**src/rtl/multi_channel_energy_logger.sv**
```systemverilog
// Multi-channel energy logger: gain-converts samples, averages per-channel windows
// (or bypasses), and queues {ch, avg, peak} records in a small output FIFO.
module mcel_chan #(
  parameter int WIDTH    = 8,
  parameter int WIN_LOG2 = 3
) (
  input  logic             clk,
  input  logic             rst_n,
  input  logic             i_zero,
  input  logic             i_hit,
  input  logic [WIDTH-1:0] i_conv,
  output logic             o_done,
  output logic [WIDTH-1:0] o_avg,
  output logic [WIDTH-1:0] o_peak
);
  localparam int SW = WIDTH + WIN_LOG2;
  localparam logic [WIN_LOG2:0] FULL = {1'b1, {WIN_LOG2{1'b0}}};

  logic [SW-1:0]     r_sum, w_sum_b, w_sum_n;
  logic [WIDTH-1:0]  r_peak, w_peak_b, w_peak_n;
  logic [WIN_LOG2:0] r_cnt, w_cnt_b, w_cnt_n;

  // A zero request at the same edge as a sample clears first, then accumulates.
  assign w_sum_b  = i_zero ? '0 : r_sum;
  assign w_peak_b = i_zero ? '0 : r_peak;
  assign w_cnt_b  = i_zero ? '0 : r_cnt;
  assign w_sum_n  = w_sum_b + SW'(i_conv);
  assign w_peak_n = (i_conv > w_peak_b) ? i_conv : w_peak_b;
  assign w_cnt_n  = w_cnt_b + (WIN_LOG2+1)'(1);
  assign o_done   = i_hit && (w_cnt_n == FULL);
  assign o_avg    = w_sum_n[SW-1:WIN_LOG2];
  assign o_peak   = w_peak_n;

  always_ff @(posedge clk or negedge rst_n) begin
    if (!rst_n) begin
      r_sum <= '0; r_peak <= '0; r_cnt <= '0;
    end else if (i_hit && !o_done) begin
      r_sum <= w_sum_n; r_peak <= w_peak_n; r_cnt <= w_cnt_n;
    end else if (i_hit || i_zero) begin
      r_sum <= '0; r_peak <= '0; r_cnt <= '0;
    end
  end
endmodule

module multi_channel_energy_logger #(
  parameter  int WIDTH      = 8,
  parameter  int CHANNELS   = 4,
  parameter  int WIN_LOG2   = 3,
  parameter  int GAIN_Q2    = 5,
  parameter  int FIFO_DEPTH = 4,
  localparam int CHB        = $clog2(CHANNELS)
) (
  input  logic             clk,
  input  logic             rst_n,
  input  logic             in_valid,
  input  logic [CHB-1:0]   in_ch,
  input  logic [WIDTH-1:0] in_data,
  input  logic             mode,
  input  logic             clr,
  output logic             out_valid,
  input  logic             out_ready,
  output logic [CHB-1:0]   out_ch,
  output logic [WIDTH-1:0] out_avg,
  output logic [WIDTH-1:0] out_peak,
  output logic             overflow
);
  localparam int PW = WIDTH + 8;
  localparam int FB = $clog2(FIFO_DEPTH);

  typedef struct packed {
    logic [CHB-1:0]   ch;
    logic [WIDTH-1:0] avg;
    logic [WIDTH-1:0] peak;
  } rec_t;

  logic [PW-1:0]    w_prod, w_shr;
  logic [WIDTH-1:0] w_conv;
  logic             w_ch_ok;
  logic             r_s1_vld, r_prev_mode;
  logic [CHB-1:0]   r_s1_ch;
  logic [WIDTH-1:0] r_s1_conv;

  assign w_prod  = PW'(in_data) * PW'(GAIN_Q2);
  assign w_shr   = w_prod >> 2;
  assign w_conv  = (|w_shr[PW-1:WIDTH]) ? '1 : w_shr[WIDTH-1:0];
  assign w_ch_ok = ({1'b0, in_ch} < (CHB+1)'(CHANNELS));

  always_ff @(posedge clk or negedge rst_n) begin
    if (!rst_n) begin
      r_s1_vld <= 1'b0; r_s1_ch <= '0; r_s1_conv <= '0; r_prev_mode <= 1'b0;
    end else begin
      r_prev_mode <= mode;
      r_s1_vld    <= in_valid && w_ch_ok && !clr;
      if (in_valid && !clr) begin
        r_s1_ch   <= in_ch;
        r_s1_conv <= w_conv;
      end
    end
  end

  logic                              w_zero;
  logic [CHANNELS-1:0]               w_hit, w_done;
  logic [CHANNELS-1:0][WIDTH-1:0]    w_avg, w_peak;

  assign w_zero = clr || (mode != r_prev_mode);

  for (genvar g = 0; g < CHANNELS; g++) begin : g_ch
    assign w_hit[g] = r_s1_vld && !clr && !mode && (r_s1_ch == CHB'(g));
    mcel_chan #(.WIDTH(WIDTH), .WIN_LOG2(WIN_LOG2)) u_ch (
      .clk(clk), .rst_n(rst_n), .i_zero(w_zero), .i_hit(w_hit[g]), .i_conv(r_s1_conv),
      .o_done(w_done[g]), .o_avg(w_avg[g]), .o_peak(w_peak[g])
    );
  end

  rec_t w_rec;
  logic w_push;

  always_comb begin
    w_rec = '{ch: r_s1_ch, avg: r_s1_conv, peak: r_s1_conv};
    if (!mode) begin
      for (int i = 0; i < CHANNELS; i++) begin
        if (r_s1_ch == CHB'(i)) begin
          w_rec.avg  = w_avg[i];
          w_rec.peak = w_peak[i];
        end
      end
    end
  end

  assign w_push = r_s1_vld && !clr && (mode || (|w_done));

  // Pointers carry one extra wrap bit so full and empty are distinguishable.
  logic [FB:0] r_wp, r_rp;
  logic        w_empty, w_full, w_pop, w_wr, r_ovf;
  rec_t        r_mem [FIFO_DEPTH];
  rec_t        w_head;

  assign w_empty = (r_wp == r_rp);
  assign w_full  = (r_wp[FB] != r_rp[FB]) && (r_wp[FB-1:0] == r_rp[FB-1:0]);
  assign w_pop   = !w_empty && out_ready;
  assign w_wr    = w_push && (!w_full || w_pop);

  always_ff @(posedge clk or negedge rst_n) begin
    if (!rst_n) begin
      r_wp <= '0; r_rp <= '0; r_ovf <= 1'b0;
    end else if (clr) begin
      r_wp <= '0; r_rp <= '0; r_ovf <= 1'b0;
    end else begin
      if (w_wr)                      r_wp  <= r_wp + (FB+1)'(1);
      if (w_pop)                     r_rp  <= r_rp + (FB+1)'(1);
      if (w_push && w_full && !w_pop) r_ovf <= 1'b1;
    end
  end

  always_ff @(posedge clk) begin
    if (w_wr) r_mem[r_wp[FB-1:0]] <= w_rec;
  end

  // Storage is not reset; outputs are masked so reset and clear read as zero.
  assign w_head    = r_mem[r_rp[FB-1:0]];
  assign out_valid = !w_empty;
  assign out_ch    = out_valid ? w_head.ch   : '0;
  assign out_avg   = out_valid ? w_head.avg  : '0;
  assign out_peak  = out_valid ? w_head.peak : '0;
  assign overflow  = r_ovf;
endmodule

```
**config.mk**
```make
export PLATFORM = sky130hd
export DESIGN_NAME = multi_channel_energy_logger
export DESIGN_NICKNAME = d
export VERILOG_FILES = /design/src/rtl/multi_channel_energy_logger.sv
export SDC_FILE = /design/constraint.sdc
export NUM_CORES = 1
export LEC_CHECK = 0
export CAP_MARGIN = 20
export CORE_MARGIN = 8
export CORE_UTILIZATION = 45
export CTS_CLUSTER_DIAMETER = 30
export DETAILED_ROUTE_END_ITERATION = 6
export SYNTH_ARGS = -nofsm -noshare
export SYNTH_HDL_FRONTEND = slang
export SYNTH_HIERARCHICAL = 1
export SYNTH_SLANG_ARGS = --single-unit
```
**constraint.sdc**
```tcl
create_clock -name clk -period 9.9 [get_ports clk]
set_input_delay 1.98 -clock clk [delete_from_list [all_inputs] [get_ports clk]]
set_output_delay 1.98 -clock clk [all_outputs]
set_load 0.01 [all_outputs]
```
==> run summary <==
Run status: complete, no violations
Register bit count reported by yosys: 183
Primary FF master, synth: dfrtp_1
WHS Path Cells: 2
Post-CTS setup buffers: 0
Final routed wirelength across all metal layers: 28620 um
Vias: 8278
Async set or reset register ratio after synthesis: 60.66%
Synth-to-layout area growth: 11.28%
CP Class: in2reg
Number of global-route vias before repair: 8214
Slew HR: 28.77%
Core region area: 0.02584 mm^2
Share of the clock period used by the worst path: 63.48%
Wire length per cell: 19.90 um
Commonest cells in the netlist: dfrtp_1 (111), ha_1 (85), inv_1 (77), edfxtp_1 (72), nand2_1 (67)
Gate count of the mapped netlist: 1063
Io pins: 36
Synth top area cells: dfrtp_1 (24%), edfxtp_1 (18%), ha_1 (9.0%)
Synthesized net count: 1169
Worst min-delay path class: reg2reg
Fin Clk Skew: 16.07 ps
P_leak: 0.005589 uW
Clock-pin slew on the worst setup and hold paths: 80 ps
TritonCTS sink count: 183
Count of port buffers added during placement: 35
Area leader, netlist: dfrtp_1
Clock Tree Buf Depth: 2
Drt first-iter violations: 560
Highest attainable clock frequency: 159.1 MHz
Chip width: 177.7 um
Hold-fix buffers, CTS: 0
Reg-to-reg slack, setup: 5550 ps
Syn Std Cell Area: 0.01177 mm^2
Cell variety after synth: 60
Filler Cell Count: 2346
Worst Min Path Start: g_ch[1].u_ch/r_sum[2]
Number of nets with antenna violations after routing: 0
Final-stage net count: 1196
Last weighted congestion value of the routability-driven placer: 0.8225
Warning count from the yosys run: 6
Library cell with the highest instance count after synthesis: dfrtp_1
Depth of the CTS H-tree: 4
Half-perimeter wire length after detailed placement: 19730 um
Worst r2r src: r_prev_mode
Worst setup SP type: input pin
Setup repair after global routing missed its margin: no
Worst Hold Path EP: g_ch[1].u_ch/r_sum[2]
Average cell area after synthesis: 11.07 um^2
Initial antenna violation count: 0
Proportion of netlist area held by the largest area contributor: 23.60%
Min Hold Slack: 488.5 ps
Via density per instance: 5.757
Count of final hold-check violations: 0
Site Rows: 59
Summed area of non-filler cells in the final layout: 0.01310 mm^2
Power Density: 159.0 mW/mm^2
Die Height: 177.7 um
Maximum number of pins on one net before global-route repair: 67
Final critical delay including setup and external delays: 6285 ps
Total GRT Usage: 18.86%
Sort of element at the end of the critical path: register
Number of search-and-repair iterations in the first detailed-routing pass: 5
Cell chosen for the clock root: clkbuf_16
CTS Buf Count: 17
Data required time at the worst endpoint: 10050 ps
Worst IR Drop VDD: 90.13 uV
CTS tree: yes
Drt drc: 0
Max-slew violations: 0
Number of cells on the worst reg-to-reg path: 14
Final-layout setup total negative slack: 0 ps
Ratio of cells with drive above 1 in the final layout: 10.88%
Area post-placement: 0.01246 mm^2
Arrival time of data at the critical path endpoint: 6430 ps
Largest fanout on the critical path: 57
Least-Margin Pin Slew: 1065 ps
Post_cts resized: 0
Total area of multi-input combinational cells: 0.006376 mm^2
Clock latency on the worst-skew pair: 440 ps
Max Cap Viol: 0
Sequential element share of the synthesized area: 41.97%
Overflow after GRT: 0
Floorplan die area: 0.03159 mm^2
Starting density of the core: 45.55%
Global-route wire length before repair: 46510 um
Destination of the worst register-to-register timing path: r_mem[0][15]
Area occupied by registers: 0.004940 mm^2
Number of enable-type register cells in the synthesized netlist: 72
Diodes inserted: 0
Finish-stage setup viols: 0
metal layers:
layer	track usage, %	vias to the layer above	routed length (um)
met5	0	-	0
met4	5.523	0	518
met3	2.298	37	1003
met2	31.08	170	13520
met1	25.71	4059	13580
li1	-	4012	-
placed cells by master, fill, tap and decap left out, types with 14 or more instances in the layout:
| cell | n |
|---|---|
| mux4_2 | 34 |
| nand3_1 | 24 |
| nand2_1 | 66 |
| a22o_1 | 28 |
| nand2b_1 | 54 |
| inv_1 | 77 |
| o2bb2ai_1 | 32 |
| nor2b_1 | 54 |
| dfrtp_1 | 111 |
| clkbuf_16 | 17 |
| o211ai_1 | 14 |
| edfxtp_1 | 72 |
| xnor2_1 | 38 |
| clkdlybuf4s50_1 | 34 |
| mux2i_1 | 36 |
| o21ai_0 | 39 |
| a21oi_1 | 58 |
| o21a_1 | 14 |
| ha_1 | 85 |
power by group:
part / total [uW] / internal (uW) / switching [uW]
clock: 715 / 352 / 363
sequential: 876 / 821 / 55.2
combinational: 491 / 206 / 285
total: 2080 / 1380 / 703
state kept, by name (all words and copies together), names as in the netlist:
register,cells
overflow,1
r_mem,72
r_s1_vld,1
g_ch.u_ch/r_sum,44
r_s1_ch,2
r_s1_conv,8
g_ch.u_ch/r_peak,32
r_prev_mode,1
g_ch.u_ch/r_cnt,16
r_wp,3
r_rp,3
critical path, stage by stage:
cell,delay (ps)
clkdlybuf4s50_1,670
inv_1,200
nand2_2,800
buf_4,430
nor2b_1,90
ha_1,220
fa_1,410
a21o_1,210
a221oi_2,350
o21ai_2,170
nand2_1,110
xor2_1,70
mux4_2,470
inv_1,70
o21ai_0,140
kinds of logic (layout without fill, tap and decap cells):
kind of cell	count (synthesis)	after routing	share of synthesized area [%]
simple gates	291	291	14.19
compound gates	266	266	16.97
flops	183	183	41.97
buf+inv	116	156	3.923
fa+ha+maj	90	90	9.886
mux	70	70	9.567
xor+xnor	47	47	3.497
how the worst max path moves through the flow:
stage / slack, ps / end / cells after the start / from
after global routing: 3300 / r_mem[1][15] / 15 / clr
after detailed placement: 3170 / r_mem[0][15] / 15 / clr
after floorplan: 4730 / r_mem[0][15] / 15 / mode
after global placement: 3270 / r_mem[0][15] / 15 / clr
final: 3620 / r_mem[0][15] / 15 / clr
after CTS: 3630 / r_mem[0][15] / 15 / clr
area by class of cell:
type                    instances  area share [%]
clock buffers                  17           3.248
clock inverters                15           1.634
inverters                      78           2.235
multi-input cells             764           48.68
flip-flops and latches        183           37.71
well taps                     335           3.200
repair buffers                 46           3.286
stage by stage:
stage               utilization, %  cells  setup slack (ps)  total power [uW]
floorplan                        -   1063              4725              1202
global placement             48.22   1406              3270              1376
detailed placement           48.22   1406              3169              1384
CTS                          50.69   1438              3629              2107
global route                 50.69   1438              3299              2191
finish                       50.69   1438              3615              2083
No activity file was read; power rests on OpenSTA's default activity.
